===== src/rtl/cmsdk_uart_capture_mc.sv =====
// Multi-channel UART capture with per-channel framing checks and an
// escape-prefixed command decoder on one channel.
module cmsdk_uart_capture_mc #(
  parameter int          NUM_CH    = 2,
  parameter int          BIT_CLKS  = 16,
  parameter int          DATA_BITS = 8,
  parameter int          CMD_CH    = 0,
  parameter logic [7:0]  ESC_CODE  = 8'h1B
) (
  input  logic                  CLK,
  input  logic                  RESETn,
  input  logic [NUM_CH-1:0]     RXD,
  output logic [NUM_CH-1:0]     CHAR_VALID,
  output logic [NUM_CH*8-1:0]   CHAR_DATA,
  output logic [NUM_CH-1:0]     FRAME_ERR,
  output logic                  DEBUG_TESTER_ENABLE,
  output logic                  SIMULATIONEND,
  output logic [7:0]            AUXCTRL
);

  localparam int HALF = BIT_CLKS / 2;
  localparam int CW   = $clog2(BIT_CLKS);
  localparam int BW   = $clog2(DATA_BITS);

  typedef enum logic [2:0] {IDLE, START, DATA, STOP, WAIT_HIGH} rx_state_e;
  typedef enum logic [1:0] {C_IDLE, C_ESC, C_AUX} cmd_state_e;

  logic [NUM_CH-1:0]    sync1_q, sync1_d, sync2_q, sync2_d, prev_q, prev_d;
  logic [1:0]           arm_q, arm_d;
  rx_state_e            state_q [NUM_CH];
  rx_state_e            state_d [NUM_CH];
  logic [CW-1:0]        cnt_q   [NUM_CH];
  logic [CW-1:0]        cnt_d   [NUM_CH];
  logic [BW-1:0]        bit_q   [NUM_CH];
  logic [BW-1:0]        bit_d   [NUM_CH];
  logic [DATA_BITS-1:0] shift_q [NUM_CH];
  logic [DATA_BITS-1:0] shift_d [NUM_CH];
  logic [NUM_CH-1:0]    valid_q, valid_d, ferr_q, ferr_d;
  logic [NUM_CH*8-1:0]  data_q, data_d;

  cmd_state_e           cmd_q, cmd_d;
  logic                 dte_q, dte_d, simend_q, simend_d;
  logic [7:0]           aux_q, aux_d;
  logic                 cmd_vld, cmd_ferr;
  logic [7:0]           cmd_byte;

  always_comb begin
    sync1_d = RXD;
    sync2_d = sync1_q;
    arm_d   = {arm_q[0], 1'b1};
    // prev stays 0 until the synchroniser holds real line samples, so a line
    // held low across reset release is not mistaken for a falling edge
    prev_d  = sync2_q & {NUM_CH{arm_q[1]}};
    valid_d = '0;
    ferr_d  = '0;
    data_d  = data_q;
    for (int unsigned ch = 0; ch < NUM_CH; ch++) begin
      state_d[ch] = state_q[ch];
      cnt_d[ch]   = cnt_q[ch] + 1'b1;
      bit_d[ch]   = bit_q[ch];
      shift_d[ch] = shift_q[ch];
      case (state_q[ch])
        IDLE: begin
          cnt_d[ch] = '0;
          if (prev_q[ch] && !sync2_q[ch]) state_d[ch] = START;
        end
        START: begin
          if (cnt_q[ch] == CW'(HALF)) begin
            cnt_d[ch]   = '0;
            bit_d[ch]   = '0;
            state_d[ch] = sync2_q[ch] ? IDLE : DATA;
          end
        end
        DATA: begin
          if (cnt_q[ch] == CW'(BIT_CLKS - 1)) begin
            cnt_d[ch]   = '0;
            shift_d[ch] = {sync2_q[ch], shift_q[ch][DATA_BITS-1:1]};
            bit_d[ch]   = bit_q[ch] + 1'b1;
            if (bit_q[ch] == BW'(DATA_BITS - 1)) state_d[ch] = STOP;
          end
        end
        STOP: begin
          if (cnt_q[ch] == CW'(BIT_CLKS - 1)) begin
            cnt_d[ch] = '0;
            if (sync2_q[ch]) begin
              valid_d[ch]        = 1'b1;
              data_d[ch*8 +: 8]  = 8'(shift_q[ch]);
              state_d[ch]        = IDLE;
            end else begin
              ferr_d[ch]  = 1'b1;
              state_d[ch] = WAIT_HIGH;
            end
          end
        end
        WAIT_HIGH: begin
          cnt_d[ch] = '0;
          if (sync2_q[ch]) state_d[ch] = IDLE;
        end
        default: state_d[ch] = IDLE;
      endcase
    end
  end

  // Decoder reacts to the next-state pulse so its outputs move on the same
  // edge that raises CHAR_VALID[CMD_CH]
  assign cmd_vld  = valid_d[CMD_CH];
  assign cmd_ferr = ferr_d[CMD_CH];
  assign cmd_byte = data_d[CMD_CH*8 +: 8];

  always_comb begin
    cmd_d    = cmd_q;
    dte_d    = dte_q;
    simend_d = simend_q;
    aux_d    = aux_q;
    if (cmd_ferr) begin
      cmd_d = C_IDLE;
    end else if (cmd_vld) begin
      case (cmd_q)
        C_IDLE: if (cmd_byte == ESC_CODE) cmd_d = C_ESC;
        C_ESC: begin
          cmd_d = C_IDLE;
          if (cmd_byte == 8'h11)          dte_d    = 1'b1;
          else if (cmd_byte == 8'h12)     dte_d    = 1'b0;
          else if (cmd_byte == 8'h04)     simend_d = 1'b1;
          else if (cmd_byte == 8'h13)     cmd_d    = C_AUX;
          else if (cmd_byte == ESC_CODE)  cmd_d    = C_ESC;
        end
        C_AUX: begin
          aux_d = cmd_byte;
          cmd_d = C_IDLE;
        end
        default: cmd_d = C_IDLE;
      endcase
    end
  end

  always_ff @(posedge CLK or negedge RESETn) begin
    if (!RESETn) begin
      sync1_q  <= '1;
      sync2_q  <= '1;
      prev_q   <= '0;
      arm_q    <= '0;
      valid_q  <= '0;
      ferr_q   <= '0;
      data_q   <= '0;
      for (int unsigned ch = 0; ch < NUM_CH; ch++) begin
        state_q[ch] <= IDLE;
        cnt_q[ch]   <= '0;
        bit_q[ch]   <= '0;
        shift_q[ch] <= '0;
      end
      cmd_q    <= C_IDLE;
      dte_q    <= 1'b0;
      simend_q <= 1'b0;
      aux_q    <= '0;
    end else begin
      sync1_q  <= sync1_d;
      sync2_q  <= sync2_d;
      prev_q   <= prev_d;
      arm_q    <= arm_d;
      valid_q  <= valid_d;
      ferr_q   <= ferr_d;
      data_q   <= data_d;
      for (int unsigned ch = 0; ch < NUM_CH; ch++) begin
        state_q[ch] <= state_d[ch];
        cnt_q[ch]   <= cnt_d[ch];
        bit_q[ch]   <= bit_d[ch];
        shift_q[ch] <= shift_d[ch];
      end
      cmd_q    <= cmd_d;
      dte_q    <= dte_d;
      simend_q <= simend_d;
      aux_q    <= aux_d;
    end
  end

  assign CHAR_VALID          = valid_q;
  assign CHAR_DATA           = data_q;
  assign FRAME_ERR           = ferr_q;
  assign DEBUG_TESTER_ENABLE = dte_q;
  assign SIMULATIONEND       = simend_q;
  assign AUXCTRL             = aux_q;

endmodule

===== config.mk =====
export PLATFORM = sky130hd
export DESIGN_NAME = cmsdk_uart_capture_mc
export DESIGN_NICKNAME = d
export VERILOG_FILES = /design/src/rtl/cmsdk_uart_capture_mc.sv
export SDC_FILE = /design/constraint.sdc
export NUM_CORES = 1
export LEC_CHECK = 0
export BUFFER_PORTS_ARGS = -buffer_cell sky130_fd_sc_hd__buf_2
export CAP_MARGIN = 15
export CORE_ASPECT_RATIO = 1.1
export CORE_UTILIZATION = 52
export DETAILED_ROUTE_END_ITERATION = 8
export GPL_TIMING_DRIVEN = 0
export PLACE_DENSITY = 0.72
export SLEW_MARGIN = 25
export SYNTH_ARGS = -nofsm -noshare
export SYNTH_HDL_FRONTEND = slang
export SYNTH_SLANG_ARGS = --single-unit
export TNS_END_PERCENT = 30

===== constraint.sdc =====
create_clock -name CLK -period 1.8 [get_ports CLK]
set_input_delay 0 -clock CLK [delete_from_list [all_inputs] [get_ports CLK]]
set_output_delay 0 -clock CLK [all_outputs]
set_load 0.02 [all_outputs]

# == Yosys cells after proc, flatten, opt, wreduce, memory -nomap -nowiden ==
# Index checks and enable logic that the tools add are counted.
# op_classes
n_addsub,4
eq_ne,34
muxes,56
bitwise_logic,4
reduce_logical,26
# ops
operator,count
3-bit two-way mux,18
8-bit by 5-bit == test with 1-bit output (second input constant),4
3-bit one-hot mux with 5 select lines,2
8-bit two-way mux,3
2-bit != test (second input constant),12
4-bit one-hot mux with 3 select lines,2
2-bit two-way mux,9
6-bit AND reduction,3
4-bit == test (second input constant),4
4-bit two-way mux,4
1-bit two-way mux,15
3-bit by 2-bit == test with 1-bit output (second input constant),4
3-bit == test (second input constant),4
3-bit one-hot mux with 2 select lines,2
3-bit AND reduction,4
4-bit by 1-bit adder with 4-bit output (second input constant),2
8-bit by 3-bit == test with 1-bit output (second input constant),1
2-bit nonzero test,4
2-bit OR reduction,4
3-bit by 1-bit adder with 3-bit output (second input constant),2
3-bit by 1-bit == test with 1-bit output (second input constant),2
3-bit logical NOT,2
2-bit AND reduction,3
2-bit one-hot mux with 2 select lines,1
9 further kinds,13
# word_totals
register_bits,76
input_bits,4
word_cells,144

# == Longest topological paths before layout ==
# depth
depth_word,12
depth_mapped,7
ltp_nobuf,6

# == Worst setup path before layout ==
# Ideal clock, no wire load.
# synth_path
path_type,register -> register
startpoint,register cnt_q[4] (netlist name)
endpoint,"register aux_q[0], in the netlist AUXCTRL[0]"
arrival_time_ns,1.567
required_time_ns,1.675
path_slack_ns,0.109
stages_incl_launch_ff,5
cell_sequence,dfrtp_1 -> ha_1 -> nand3_4 -> nor4b_4 -> mux2_2
# synth_via
elab_chain_cells,5
word_cells_on_any_way,9
# synth_lines
item,line_no,text
"start, declared",32,logic [CW-1:0] cnt_q [NUM_CH];
"start signal, assigned by index",166,cnt_q[ch] <= cnt_d[ch];
4-bit == test *,83,if (cnt_q[ch] == CW'(BIT_CLKS - 1)) begin
1-bit two-way mux,83,
1-bit two-way mux,62,case (state_q[ch])
1-bit inverter (no line),--,
3-bit AND reduction (no line),--,
"end signal, assigned",173,aux_q <= aux_d;
"end, declared",43,"logic [7:0] aux_q, aux_d;"
# Every way passes the cells marked *; elsewhere a longest branch is shown, timed or not.
# A chain may end at the register's enable or synchronous reset.

# == Worst setup path after layout ==
# layout_path
startpoint,register cnt_q[0] (netlist name)
endpoint,"register data_q[8], in the netlist CHAR_DATA[8]"
# layout_via
elab_chain_cells,2
# layout_lines
item,line_no,text
4-bit == test,83,
3-bit AND reduction (no line),--,
"end signal, assigned",163,data_q <= data_d;
"end, declared",39,"logic [NUM_CH*8-1:0] data_q, data_d;"
# No other way between the ends.

==> results.json <==
{
  "drc": 0,
  "grt_pass1_wl_um": 9830,
  "cts_buffer_depth": 2,
  "routed_wl_um": 5910,
  "placed_area_um2": 3510,
  "cp.arrival_ns": 2.04,
  "grt_antenna_before_repair": 0,
  "hold_viol_final": 0,
  "powerDensity_nw_per_um2": 1090,
  "cp.required_ns": 2.04,
  "ios": 34,
  "antenna_left": 0,
  "postLayoutCoreUtil": 0.664,
  "fp.dieH_um": 84.5,
  "fin_nets": 342,
  "rsz0062_at_grt": "yes",
  "cts_tree": "built",
  "track_usage": 0.196,
  "core_area_um2": 5880,
  "cts.sinks": 76,
  "drt_pass1_iterations": 4,
  "status": "finished with violations",
  "dp_hpwl_um": 3710,
  "place_ws_ns": -0.118,
  "synth_seq_cells": 76,
  "hp-class": "primary input to async pin",
  "ctsRootBufferMaster": "clkbuf_8",
  "skew_ns": 0.00897,
  "swShare": 0.292,
  "p_total_mw": 4.24,
  "first_iter_violations": 98,
  "stdcell_area_um2": 3900,
  "synth.most_common_cell": "dfrtp_1",
  "vias": 2229,
  "synth_nets": 287,
  "grt_pass1_vias": 2126,
  "area_delta_synth_final_pct": 21.2,
  "min_period_ns": 1.80,
  "synth_common_cells": "dfrtp_1, nand2_1, mux2_2",
  "p_comb_frac": 0.188,
  "path_class": "register to register",
  "end_kind": "register",
  "setup_tns_ns": -0.00439,
  "gp_congestion": 0.794,
  "path_cells": "ha_4 > and3_4 > buf_6 > nand2_4 > nor3_4 > clkbuf_16 > mux2_4",
  "layout.cells.non_filler": 411,
  "maxCapViolations": 0,
  "routed_via_density": 5.42,
  "cts.clk_slew.worst_paths_ns": 0.08,
  "place_inst": 386,
  "final_max_slew_viol_count": 0,
  "clock_power_share": 0.333,
  "io_buffers": 33,
  "worstSkewPairLatency_ns": 0.35,
  "fin_hold_ws_ns": 0.0935,
  "setup.worst_path.start_class": "register",
  "netlist_area_um2": 3220,
  "ys_types": 46,
  "synthArstFlopShare": 1.00,
  "synth_edf_count": 0,
  "wire_per_inst_um": 14.4,
  "yosys.area.top_type_share": 0.560,
  "internal-power_mw": 3.00,
  "synth_area_per_cell_um2": 11.7,
  "cts_buffers": 9,
  "yosysSeqAreaShare": 0.593,
  "synthFlopType": "dfrtp_1",
  "synth_largest_area_cell": "dfrtp_1",
  "slowest_delay_ns": 0.43,
  "rows": 29,
  "worst_path_max_delay_cell": "dfrtp_1",
  "htreeDepth": 3,
  "p_leak_nw": 1.99,
  "seqPwrFrac": 0.479,
  "violations": "setup timing",
  "antenna_cells": 0,
  "grt_max_degree": 53,
  "fin_ws_ns": -0.00368,
  "start_util": 0.547,
  "fmax_mhz": 554,
  "die_w_um": 77.0,
  "synth.area.top_cells": "dfrtp_1, mux2_2, nand2_1",
  "netlist_instances": 275,
  "min_period_over_period": 1.00,
  "gr-total-overflow": 0,
  "ir_worst_vdd_mv": 0.805,
  "p_switching_mw": 1.24,
  "setup_violations": 2,
  "fillers": 461,
  "yosysWarnings": 0,
  "drive_gt1_frac": 0.320,
  "cp_max_fo": 4,
  "die-area_um2": 6510
}
[repair_timing]
item / CTS / global route
hold buffers: 3 / 0
pin swaps: 1 / 2
endpoints found under the setup margin: 17 / 24
setup buffers: 1 / 5
resized for setup: 2 / 15
endpoints found under the hold margin: 74 / 0
gates cloned: 0 / 1
[worst paths after layout]
path	end	cells past startpoint	slack (ns)	startpoint
worst min register to register	sync2_q[0]	0	0.36	sync1_q[0]
worst min-delay path	AUXCTRL[1]	2	0.09	RESETn
worst max-delay path	CHAR_DATA[8]	7	-0.004	cnt_q[0]
worst max register to register	CHAR_DATA[8]	7	-0.004	cnt_q[0]
min in group CLK	sync1_q[1]	2	0.30	RXD[1]
max in group asynchronous	sync2_q[1]	3	1.10	RESETn
[flip-flops by register name, summed over array words and instances (netlist names)]
name                 flops
AUXCTRL                  8
cmd_q                    2
sync1_q                  2
SIMULATIONEND            1
FRAME_ERR                2
CHAR_VALID               2
bit_q                    6
arm_q                    2
shift_q                 16
cnt_q                    8
sync2_q                  2
DEBUG_TESTER_ENABLE      1
state_q                  6
prev_q                   2
CHAR_DATA               16
[cells by family (layout without fill, tap and decap cells)]
family / after synthesis / in the layout / share of synthesized area
simple gates: 97 / 97 / 0.157
flops: 76 / 76 / 0.593
compound gates: 36 / 36 / 0.0766
mux: 27 / 27 / 0.0945
buf+inv: 25 / 84 / 0.0334
fa+ha+maj: 8 / 8 / 0.0311
xor+xnor: 5 / 5 / 0.0136
other cells: 1 / 1 / 0.00117
[worst max-delay path: cells and delay by family (launching register included)]
| family | cells | cell delay (ns) |
|---|---|---|
| fa+ha+maj | 1 | 0.16 |
| buf+inv | 2 | 0.30 |
| flops | 1 | 0.43 |
| mux | 1 | 0.29 |
| simple gates | 3 | 0.51 |
[area by class of cell]
cell class / instances / area (um2) / area share
clock inverters: 6 / 90.1 / 0.0231
multi-input cells: 174 / 1260 / 0.324
repair buffers: 44 / 308 / 0.0789
well taps: 77 / 96.3 / 0.0247
clock buffers: 9 / 124 / 0.0318
flip-flops and latches: 76 / 1910 / 0.489
inverters: 15 / 56.3 / 0.0144
plain buffers: 10 / 55.1 / 0.0141
[power by group through the flow]
stage	combinational [mW]	sequential (mW)	clock (mW)
floorplan	0.554	2.01	0
finish	0.797	2.03	1.41
global placement	0.673	2.03	0
CTS	0.710	2.01	1.44
detailed placement	0.700	2.04	0
global route	0.905	2.05	1.51
[placed cells by master (no fill, tap or decap), types with 2 or more instances in the layout]
cell	netlist	layout
a21oi_1	6	6
nor3_1	4	4
and2_1	3	3
nand3_1	4	4
a211oi_1	2	2
nand3b_1	2	2
clkinv_4	0	2
a22o_1	4	4
o22ai_1	2	2
inv_1	15	15
buf_2	5	37
nor2_1	18	17
mux2_4	0	8
xor2_1	2	2
nand2b_1	3	3
bufinv_16	0	2
nor3b_1	2	2
a32oi_1	2	2
o21ai_0	10	10
clkbuf_8	0	9
nand2_1	43	43
buf_4	2	7
clkbuf_1	3	3
a41oi_1	3	3
xnor2_1	3	3
dlygate4sd3_1	0	3
ha_1	8	6
and3_1	3	2
dfstp_2	4	4
nand4_1	3	3
mux2_2	27	19
dfrtp_1	72	72
[layer usage]
layer  vias up  part of all wire  global-route usage
li1       1057                 -                   -
met1      1103              0.45               0.253
met2        55              0.50               0.311
met3        14             0.038              0.0424
met4         0             0.016               0.103
met5         -                 0                   0
Note: power is estimated with default switching activity, not from simulation.
